===== src/rtl/prefix_adder_pipe_pkg.sv =====
// Shared constants and the gp_cell prefix operator for the pipelined Sklansky adder.
// Flag bit positions index out_flags = {N,Z,C,V}.
package prefix_adder_pipe_pkg;

    localparam int LEN_DATA_DEF  = 32;
    localparam int LOG2_LEN_DATA = $clog2(LEN_DATA_DEF);

    localparam int NUM_FLAGS = 4;
    localparam int FLAG_N    = 3;
    localparam int FLAG_Z    = 2;
    localparam int FLAG_C    = 1;
    localparam int FLAG_V    = 0;

    // Returns {G, P} of the span formed by a high group followed by a lower group.
    function automatic logic [1:0] gp_cell(input logic g_hi, input logic p_hi,
                                           input logic g_lo, input logic p_lo);
        return {g_hi | (p_hi & g_lo), p_hi & p_lo};
    endfunction

endpackage


===== src/rtl/prefix_pipe_stage.sv =====
// Valid/ready register slice: holds one payload, accepts whenever empty or draining.
// Payload loads only on an accepted transfer, so idle data never moves.
module prefix_pipe_stage #(
    parameter int WIDTH = 8
) (
    input  logic             clk,
    input  logic             rst_n,
    input  logic             in_valid,
    output logic             in_ready,
    input  logic [WIDTH-1:0] in_data,
    output logic             out_valid,
    input  logic             out_ready,
    output logic [WIDTH-1:0] out_data
);

    logic             valid_q;
    logic [WIDTH-1:0] data_q;

    // valid/ready: a transfer happens on any rising edge where valid and ready are both high;
    // a producer holds valid and data steady until that edge.
    assign in_ready  = !valid_q || out_ready;
    assign out_valid = valid_q;
    assign out_data  = data_q;

    always_ff @(posedge clk or negedge rst_n) begin
        if (!rst_n) begin
            valid_q <= 1'b0;
            data_q  <= '0;
        end else if (in_ready) begin
            valid_q <= in_valid;
            if (in_valid) begin
                data_q <= in_data;
            end
        end
    end

endmodule


===== src/rtl/prefix_adder_pipe.sv =====
// Pipelined Sklansky prefix adder/subtractor with valid/ready on both sides.
// Define PREFIX_ADDER_FLAGS_EN to add the registered {N,Z,C,V} out_flags port.
module prefix_adder_pipe
    import prefix_adder_pipe_pkg::*;
#(
    parameter int          LEN_DATA  = LEN_DATA_DEF,
    parameter int unsigned PIPE_MASK = 32'b00100
) (
    input  logic                clk,
    input  logic                rst_n,
    input  logic                in_valid,
    output logic                in_ready,
    input  logic [LEN_DATA-1:0] in_a,
    input  logic [LEN_DATA-1:0] in_b,
    input  logic                in_sub,
    input  logic                in_cin,
    output logic                out_valid,
    input  logic                out_ready,
    output logic [LEN_DATA-1:0] out_sum,
    output logic                out_cout
`ifdef PREFIX_ADDER_FLAGS_EN
    ,
    output logic [NUM_FLAGS-1:0] out_flags
`endif
);

    localparam int LOG2 = $clog2(LEN_DATA);
`ifdef PREFIX_ADDER_FLAGS_EN
    localparam int SGN_W = 2;
    localparam int SO_W  = LEN_DATA + 1 + NUM_FLAGS;
`else
    localparam int SGN_W = 0;
    localparam int SO_W  = LEN_DATA + 1;
`endif
    // Payload layout: {[sign a, sign b'], cin, p, group P, group G}
    localparam int PW     = 3 * LEN_DATA + 1 + SGN_W;
    localparam int PG_LO  = LEN_DATA;
    localparam int P_LO   = 2 * LEN_DATA;
    localparam int CIN_IX = 3 * LEN_DATA;

    logic [LEN_DATA-1:0] b_eff;
    logic                cin_eff;
    logic [PW-1:0]       s0_d;

    assign b_eff   = in_sub ? ~in_b : in_b;
    assign cin_eff = in_sub | in_cin;
`ifdef PREFIX_ADDER_FLAGS_EN
    assign s0_d = {in_a[LEN_DATA-1], b_eff[LEN_DATA-1], cin_eff,
                   in_a ^ b_eff, in_a ^ b_eff, in_a & b_eff};
`else
    assign s0_d = {cin_eff, in_a ^ b_eff, in_a ^ b_eff, in_a & b_eff};
`endif

    logic          lv_valid [LOG2+1];
    logic          lv_ready [LOG2+1];
    logic [PW-1:0] lv_data  [LOG2+1];

    prefix_pipe_stage #(.WIDTH(PW)) u_s0 (
        .clk      (clk),
        .rst_n    (rst_n),
        .in_valid (in_valid),
        .in_ready (in_ready),
        .in_data  (s0_d),
        .out_valid(lv_valid[0]),
        .out_ready(lv_ready[0]),
        .out_data (lv_data[0])
    );

    for (genvar k = 0; k < LOG2; k++) begin : g_level
        logic [LEN_DATA-1:0] g_n;
        logic [LEN_DATA-1:0] pg_n;
        logic [PW-1:0]       lvl_d;

        // Upper half of each 2^(k+1) block absorbs the top bit of its lower half.
        for (genvar i = 0; i < LEN_DATA; i++) begin : g_bit
            if (((i >> k) % 2) == 1) begin : g_node
                localparam int J = ((i >> k) << k) - 1;
                assign {g_n[i], pg_n[i]} = gp_cell(lv_data[k][i], lv_data[k][PG_LO+i],
                                                   lv_data[k][J], lv_data[k][PG_LO+J]);
            end else begin : g_pass
                assign g_n[i]  = lv_data[k][i];
                assign pg_n[i] = lv_data[k][PG_LO+i];
            end
        end

        assign lvl_d = {lv_data[k][PW-1:P_LO], pg_n, g_n};

        if (((PIPE_MASK >> k) & 1) == 1) begin : g_reg
            prefix_pipe_stage #(.WIDTH(PW)) u_lvl (
                .clk      (clk),
                .rst_n    (rst_n),
                .in_valid (lv_valid[k]),
                .in_ready (lv_ready[k]),
                .in_data  (lvl_d),
                .out_valid(lv_valid[k+1]),
                .out_ready(lv_ready[k+1]),
                .out_data (lv_data[k+1])
            );
        end else begin : g_wire
            assign lv_valid[k+1] = lv_valid[k];
            assign lv_ready[k]   = lv_ready[k+1];
            assign lv_data[k+1]  = lvl_d;
        end
    end

    logic [LEN_DATA-1:0] grp_g;
    logic [LEN_DATA-1:0] grp_p;
    logic [LEN_DATA-1:0] p_bit;
    logic                c_in;
    logic [LEN_DATA:0]   carry;
    logic [LEN_DATA-1:0] sum_d;
    logic [SO_W-1:0]     so_d;
    logic [SO_W-1:0]     so_q;

    assign grp_g = lv_data[LOG2][LEN_DATA-1:0];
    assign grp_p = lv_data[LOG2][PG_LO +: LEN_DATA];
    assign p_bit = lv_data[LOG2][P_LO +: LEN_DATA];
    assign c_in  = lv_data[LOG2][CIN_IX];
    // Carry-in acts as g[-1]: c[i+1] = G[i:0] | P[i:0] & cin.
    assign carry = {grp_g | (grp_p & {LEN_DATA{c_in}}), c_in};
    assign sum_d = p_bit ^ carry[LEN_DATA-1:0];

`ifdef PREFIX_ADDER_FLAGS_EN
    logic                 sgn_a;
    logic                 sgn_b;
    logic [NUM_FLAGS-1:0] flags_d;

    assign sgn_a = lv_data[LOG2][CIN_IX+2];
    assign sgn_b = lv_data[LOG2][CIN_IX+1];

    always_comb begin
        flags_d         = '0;
        flags_d[FLAG_N] = sum_d[LEN_DATA-1];
        flags_d[FLAG_Z] = (sum_d == '0);
        flags_d[FLAG_C] = carry[LEN_DATA];
        flags_d[FLAG_V] = (sgn_a == sgn_b) && (sum_d[LEN_DATA-1] != sgn_a);
    end

    assign so_d      = {flags_d, carry[LEN_DATA], sum_d};
    assign out_flags = so_q[LEN_DATA+1 +: NUM_FLAGS];
`else
    assign so_d = {carry[LEN_DATA], sum_d};
`endif

    prefix_pipe_stage #(.WIDTH(SO_W)) u_so (
        .clk      (clk),
        .rst_n    (rst_n),
        .in_valid (lv_valid[LOG2]),
        .in_ready (lv_ready[LOG2]),
        .in_data  (so_d),
        .out_valid(out_valid),
        .out_ready(out_ready),
        .out_data (so_q)
    );

    assign out_sum  = so_q[LEN_DATA-1:0];
    assign out_cout = so_q[LEN_DATA];

endmodule


===== config.mk =====
export PLATFORM = sky130hd
export DESIGN_NAME = prefix_adder_pipe
export DESIGN_NICKNAME = d
export VERILOG_FILES = /design/src/rtl/prefix_adder_pipe_pkg.sv /design/src/rtl/prefix_pipe_stage.sv /design/src/rtl/prefix_adder_pipe.sv
export SDC_FILE = /design/constraint.sdc
export NUM_CORES = 1
export LEC_CHECK = 0
export CAP_MARGIN = 20
export CORE_ASPECT_RATIO = 1.1
export CORE_MARGIN = 3
export CORE_UTILIZATION = 25
export CTS_CLUSTER_DIAMETER = 80
export DETAILED_ROUTE_END_ITERATION = 10
export PLACE_DENSITY_LB_ADDON = 0.2
export REMOVE_ABC_BUFFERS = 1
export SYNTH_ARGS = -nofsm -noshare
export SYNTH_HDL_FRONTEND = slang
export SYNTH_SLANG_ARGS = --single-unit

===== constraint.sdc =====
create_clock -name clk -period 1.65 [get_ports clk]
set_clock_uncertainty 0.05 [all_clocks]
set_input_delay 0.2475 -clock clk [delete_from_list [all_inputs] [get_ports clk]]
set_output_delay 0.2475 -clock clk [all_outputs]
set_load 0.1 [all_outputs]

# Word level (Yosys, flattened, before mapping)
# Index checks and enable logic that the tools add are counted.
# word_totals
output_inout_bits	35
word_cells	263
reg_bits	230
input_bits	70
# op_classes
n_bitwise	247
n_reduce_logical	9
mux	1
# ops
cell	count
AND 1 bit	160
bitwise OR 1 bit	81
AND 32 bit	2
XOR 32 bit	2
2-to-1 mux 32 bit	1
NOT 32 bit	1
bitwise OR 32 bit	1
AND reduction 2 bit	3
logical NOT 1 bit	3
logical OR 1 bit	3

# Depth between registers and ports, before layout
# logic_depth
word_depth	6
depth_mapped	8
ltp_nobuf	4

# Cells and area by module
# A second synthesis with hierarchy kept.
# unflattened
cells_unflattened	809
hier_area_um2	11255.8
# by_module_without_submodules
module	cells_per_inst	seq_area_each_um2	area_each_um2	instances
prefix_pipe_stage (g_level[2].g_reg.u_lvl ...)	208	2452.4	3758.6	2
prefix_adder_pipe	320	0.0	2311.0	1
prefix_pipe_stage (u_so)	73	850.8	1427.6	1

# Worst setup path before layout
# OpenSTA, ideal clock, no wires.
# synth_path
path_type	flip-flop to flip-flop
startpoint	reg u_so.valid_q (netlist: u_so.out_valid)
endpoint	reg u_s0.data_q[0] (netlist: u_s0.out_data[0])
slack_ps	-1813
n_path_buf	2
arrival_ps	3288
setup_ps	125
period_less_slack_ps	3463
required_ps	1475
path_stages_with_launch	6
cell_sequence	dfrtp_1 nand4b_1 nand2_1 buf_2 buf_4 mux2_2
# synth_between
elab_chain_len	5
# synth_lines
element	line_no	text
start: declaration	prefix_pipe_stage.sv:16	logic valid_q;
start signal: assignment	prefix_pipe_stage.sv:30	valid_q <= in_valid;
logical NOT 1 bit	prefix_pipe_stage.sv:21	assign in_ready = !valid_q || out_ready;
logical OR 1 bit (3 in series)	prefix_pipe_stage.sv:21	
net in_ready	prefix_adder_pipe.sv:12	output logic in_ready,
AND reduction 2 bit (no line)	-	
end signal: assignment	prefix_pipe_stage.sv:32	data_q <= in_data;
end: declaration	prefix_pipe_stage.sv:17	logic [WIDTH-1:0] data_q;
# The timed path passes the listed nets, and every way through them passes these cells.
# A chain may end at the register's enable or synchronous reset.

# Worst setup path after layout
# layout_path
startpoint	reg u_so.valid_q (netlist: u_so.out_valid)
endpoint	out in_ready
# layout_between
elab_chain_len	4
# layout_lines
element	line_no
logical NOT 1 bit	prefix_pipe_stage.sv:21
logical OR 1 bit (3 in series)	prefix_pipe_stage.sv:21
end: declaration	prefix_adder_pipe.sv:12
# No other way between the ends.

==> impl_results.md <==
* Most used DFF post-synth: dfrtp_1
* Drt first pass iters at 4
* IO buf count at between 100 and 150
* Synth Area in Adders at 0.04597
* Final worst-path cycle share at 0.9904
* Final setup vio count at 0
* Slowest CP cell: dfrtp_1
* Worst path max stage delay at 0.41 ns
* Vias in the first global route at 6729
* Post-Synth XOR/XNOR Area at 0.05460
* Switching Fraction at 0.4057
* Worst EP arrival at 1.34 ns
* Num rows at 72
* Type of the tightest min-delay check: input port to async pin
* Total placed instance area at 11520 sq um
* Initial cell density of the core at 0.2544
* Asr flop ratio synth at 1.000
* CP Capture Type: output pin
* Gate power share at 0.425
* Slew HR at 0.6810
* Multiplexer area fraction after synthesis at 0.08149
* Largest net degree at the start of global routing at 47
* Critical Path Start Type: register
* P_sw at roughly 8 mW
* Power per cell area at between 1500 and 2000 nW/um^2
* CP delay by family, top: flip-flops
* RSZ-0062 raised after global routing: yes
* Clock root buffer: clkbuf_16
* Final Util at 0.3469
* LEAKAGE at 5.618 nW
* Flop pwr share at 0.362
* Nets at roughly 1100
* Die Width at around 190 microns
* CTS tree: done
* First-pass GRT wire length at 36550 microns
* CTS clk-pin slew, worst paths at ~0.07 ns
* WL final at 22110 microns
* Filler Cells Inserted at 3633
* DR vias at ~6400
* Outcome: complete, no violations
* Die area at ~38000 sq um
* Worst slew pin tran at 0.4734 ns
* Proportion of layout cells with a drive suffix above 1 at 0.2344
* Clock share of power at 0.213
* Antenna Nets Post-Route at 0
* DP Cell Count at approximately 1500
* Std-Cell Core Area at around 35000 sq um
* Ys Warns at 0
* Setup TNS at 0 ns
* Fin crit period at 1.634 ns
* Area growth syn-to-layout at 36.38%
* Max clock buf depth at 2
* IO Count at about 110
* Routed len/inst at between 10 and 15 microns
* Setup slack at placement at -0.3465 ns
* Final Wtd Congestion at approximately 0.74
* Yosys reg bits at 194
* Peak VDD IR at slightly above 0.7 mV
* DR iter-0 viols at between 200 and 300
* Height of the die at 204.8 microns
* Via density at around 4.3
* Final hold slack at ~0.28 ns
* H-tree depth at 4
* Required @ worst endpoint at around 1.4 ns
* Max Slew Vio Count at 0
* EDFF count, synth at 0
* GRT overflow at 0
* Post-layout total power at 19.98 mW
* Final worst setup slack at roughly 0.016 ns
* Internal Dissipation at 11.87 mW
* Cells after synthesis at approximately 830
* CTS Buf Count at 17
* Design area at ~12000 sq um
* Hold Vio Cnt, Final at 0
* Compound-cell area share of the yosys netlist at 0.1166
* Synth Area per Inst at between 10 and 15 sq um
* F_max at 0.6120 GHz
* CTS sink cnt at between 150 and 200
* Initial antenna violation count at 1
* Post-synth cell types at 43
* Worst Path Buf+Inv at 2
* Cell Count, Final, Fillers Out at approximately 1500
* Placed wire-length estimate at about 16000 microns
* Seq/Total Area, Yosys at 0.5405
* Residual DRC at 0
* Crit Path Class: register to output pin
* Largest family of logic cells by synthesized area: simple AND/OR/NAND/NOR gates
* Antenna fix cells at 0
* Worst-path maximum fanout at 4
* Max-Cap Viols at 0
* Clock Latency Late Sink at roughly 0.44 ns
* Crit-path cells: nand4b_1 > buf_4 > buf_12
* GRT Overall Usage at 0.1197
* Post-Synthesis Cell Area at 8982 sq um
* Post-synthesis simple-gate area fraction at 0.1261
[sequential cells by signal, summed over array words and instances (netlist names)]
| register | cells |
|---|---|
| g_level.g_reg.u_lvl.out_valid | 1 |
| u_so.out_data | 33 |
| u_s0.out_data | 65 |
| g_level.g_reg.u_lvl.out_data | 93 |
| u_so.out_valid | 1 |
| u_s0.out_valid | 1 |
[worst paths after layout]
path | from | endpoint | slack [ns] | depth (start not counted)
max in group asynchronous | rst_n | u_s0.out_data[16]$_DFFE_PN0P_ | 0.67 | 3
worst min register to register | g_level[2].g_reg.u_lvl.out_data[0]$_DFFE_PN0P_ | g_level[2].g_reg.u_lvl.out_data[0]$_DFFE_PN0P_ | 0.43 | 2
worst min-delay path | rst_n | u_so.out_data[29]$_DFFE_PN0P_ | 0.28 | 2
min in group clk | in_sub | u_s0.out_data[96]$_DFFE_PN0P_ | 0.31 | 4
worst max register to register | u_so.out_valid$_DFFE_PN0P_ | g_level[2].g_reg.u_lvl.out_data[7]$_DFFE_PN0P_ | 0.05 | 6
worst max-delay path | u_so.out_valid$_DFFE_PN0P_ | in_ready | 0.02 | 3
[layout make-up]
type / count / area, sq um / area share
Inverter: 15 / 56.30 / 0.004596
Sequential cell: 194 / 4856 / 0.3964
Clock inverter: 13 / 157.7 / 0.01287
Tap cell: 481 / 601.8 / 0.04913
Timing Repair Buffer: 189 / 2221 / 0.1813
Clock buffer: 19 / 442.9 / 0.03616
Multi-Input combinational cell: 577 / 3915 / 0.3196
[timing repair]
item	in CTS	in global routing
gates cloned	0	0
endpoints found under the setup margin	9	52
hold buffers	1	0
pin swaps	0	3
setup buffers	1	2
gates resized for setup	3	20
endpoints found under the hold margin	38	0
[synth_stat cells, types with 7 or more instances]
cell      number  area share
o21ai_0       68       0.038
nand3_1        8      0.0045
a221oi_1       9      0.0088
nand2_1      197       0.082
dfrtp_1      194        0.54
a21oi_1       31       0.017
a21o_1        11      0.0092
o311a_1        7      0.0078
xor2_1        54       0.053
inv_1         15      0.0063
o31ai_1        8      0.0067
ha_1          33       0.046
clkbuf_1      13      0.0054
nand4_1       11      0.0077
nor2_1        15      0.0063
and3_1        11      0.0077
mux2_2        65       0.081
buf_2         22       0.012
or4b_1         7      0.0078
[cells in the final DEF, fill, tap and decap left out, types with 7 or more instances in the layout]
cell type	n
a21o_1	9
a21oi_1	30
and3_1	11
buf_12	49
buf_4	66
clkbuf_16	17
clkdlybuf4s50_1	67
dfrtp_1	193
ha_1	33
inv_1	15
mux2_2	65
nand2_1	196
nand3_1	8
nand4_1	11
nor2_1	15
o21ai_0	64
o311a_1	7
o31ai_1	8
or4b_1	7
xor2_1	54
[power groups by stage]
stage	Clock [mW]	Combinational (mW)	Sequential (mW)
after floorplan	0	2.19	9.78
after global placement	0	8.45	7.31
after detailed placement	0	8.50	7.33
after CTS	4.41	8.53	7.24
after global routing	4.59	9.10	7.43
final	4.26	8.49	7.23
[kinds of logic after synthesis]
family,Yosys count
AO/OA/AOI/OAI,161
XOR/XNOR,56
adder cells (fa/ha/maj),33
buffers and inverters,60
flip-flops,194
multiplexers,65
AND/OR/NAND/NOR,262
[worst reg2reg max path, cell delays in order (launching register included)]
cell      delay [ns]
dfrtp_1         0.42
nor2b_1         0.15
buf_4           0.14
a21boi_4        0.25
buf_4           0.24
nand2_1         0.09
o22ai_1         0.18
[routing by layer]
metal / GRT usage / share of wire
met1: 0.1602 / 0.48
met2: 0.1957 / 0.47
met3: 0.02619 / 0.033
met4: 0.03484 / 0.012
met5: 0 / 0.00090
Note: power is estimated with default switching activity, not from simulation.
==> variant (same settings) <==
The option `PREFIX_ADDER_FLAGS_EN` is turned on by a define.
--- a/src/rtl/prefix_adder_pipe.sv
+++ b/src/rtl/prefix_adder_pipe.sv
@@ -1,4 +1,6 @@
 // Pipelined Sklansky prefix adder/subtractor with valid/ready on both sides.
 // Define PREFIX_ADDER_FLAGS_EN to add the registered {N,Z,C,V} out_flags port.
+`define PREFIX_ADDER_FLAGS_EN
+
 module prefix_adder_pipe
     import prefix_adder_pipe_pkg::*;
Check against the original RTL (old outputs only; new: out_flags): same outputs for any inputs over 4 cycles, from zero or initial values and one cycle with rst_n low; that may be too few to reach the edited logic, so the function may still have changed.
==> variant against the unedited design <==
The run now ends with negative setup slack left; final cell count up 10%; synthesized area up 3.6%; sequential cell count up 6; power up 17%; hold slack worse by 5.0 ps; wire length up 23%; final area up 16%; setup slack worse by 430 ps; largest cell class unchanged; largest power group unchanged; highest routed layer is now met4.
==> variant: results (changes against the unedited design) <==
[run_status]
outcome = complete, but fails checks
violations = negative setup slack

[sta]
finalSetupTns_ps = -3355  ; -3355 ps
worst_slack_ps = -418.9  ; -434.7 ps
hold_ws_ps = 272.8  ; -5.035 ps
report.final.setup_viol = 30  ; +30
worst_pin_slew_ps = 494.4  ; +20.95 ps

[finish]
nets = 1245  ; +13%
drive_above_1_share = 0.3501  ; +0.1157
largest_register_ffs = 95  ; +2.2%

[synth]
ys_seq_area_frac = 0.5379  ; -0.002542
avgSynthCellArea_um2 = 10.56  ; -2.3%
ys_top_cells_by_count = 241 x nand2_1, 200 x dfrtp_1, 80 x mux2_2, 42 x xor2_1, 36 x o21ai_0
synth_area_leaders = dfrtp_1 54%, nand2_1 9.7%, mux2_2 9.7%

[placement]
place_area_mm2 = 0.01241  ; +7.7%
hpwl_um = 17690  ; +9.1%
port-buffer-count = 108  ; +3.8%
place_ws_ps = -593.8  ; -247.4 ps

[global_routing]
met3_usage = 0.02073  ; -0.005457
grt_usage = 0.1326  ; +0.01288
antenna_found_initial = 0  ; -1
grt_pass1_vias = 7620  ; +13%
grt_pass1_wl_um = 41910  ; +15%

[critical_path]
criticalPathCategory = reg2reg
slowest_stage = a211o_4
r2r_start = g_level[2].g_reg.u_lvl.out_data[96]$_DFFE_PN0P_
cp.arrival_ps = 2370  ; +1030 ps
endpoint = u_so.out_data[35]$_DFFE_PN0P_

[drt]
met2_length_um = 13640  ; +31%
wire_per_inst_um = 16.57  ; +12%
drt_wl_total_um = 27190  ; +23%
top_layer = met4
first_iter_violations = 331  ; +19%

[power]
sequentialPower_w = 0.00763  ; +5.5%
leakage_nw = 6.733  ; +20%
p_sw_frac = 0.4115  ; +0.005851
ir_drop_uv = 761.5  ; +6.5%

-- variant: cell types whose count changed after synthesis, moves of 12 or more --
cell      change
a211oi_1     +12
inv_1        -14
buf_1        +12
nand3_1      +17
nor2_1       +13
o21ai_0      -32
xor2_1       -12
buf_2        -12
nand2_1      +44
mux2_2       +15
-- variant: kinds of logic (layout without fill, tap and decap cells) --
group	count (synthesis)	in the layout	synth area share
AO/OA/AOI/OAI	129	130	0.09212
multiplexers	84	84	0.1011
AND/OR/NAND/NOR	337	338	0.1548
adder cells (fa/ha/maj)	33	33	0.04438
flip-flops	200	200	0.5379
buffers and inverters	49	320	0.02353
XOR/XNOR	49	49	0.04613
-- variant: layout make-up --
cell class                      instances  area [µm²]
Fill cell                            3630       22230
Timing Repair Buffer                  288        3267
Tap cell                              487       609.3
Inverter                                1       3.754
Multi-Input combinational cell        634        4760
Clock buffer                           20       446.7
Clock inverter                         11       121.4
Sequential cell                       200        5009
-- variant: worst min-delay path by stage --
stage / from / end / cells past startpoint
after floorplan: rst_n / g_level[2].g_reg.u_lvl.out_data[0]$_DFFE_PN0P_ / 0
after global placement: rst_n / u_s0.out_data[1]$_DFFE_PN0P_ / 1
after detailed placement: rst_n / u_s0.out_data[64]$_DFFE_PN0P_ / 1
after CTS: rst_n / u_s0.out_data[64]$_DFFE_PN0P_ / 2
after global routing: rst_n / u_s0.out_data[1]$_DFFE_PN0P_ / 2
final: rst_n / u_s0.out_data[1]$_DFFE_PN0P_ / 2
-- variant: repair_timing --
item                       4_1_cts  5_1_grt
pin swaps                       35       39
gates resized for setup         83       89
buffers inserted                16       15
hold buffers                     1        0
cloned                           5        9
setup endpoints to repair      107      125
hold endpoints to repair        40        0
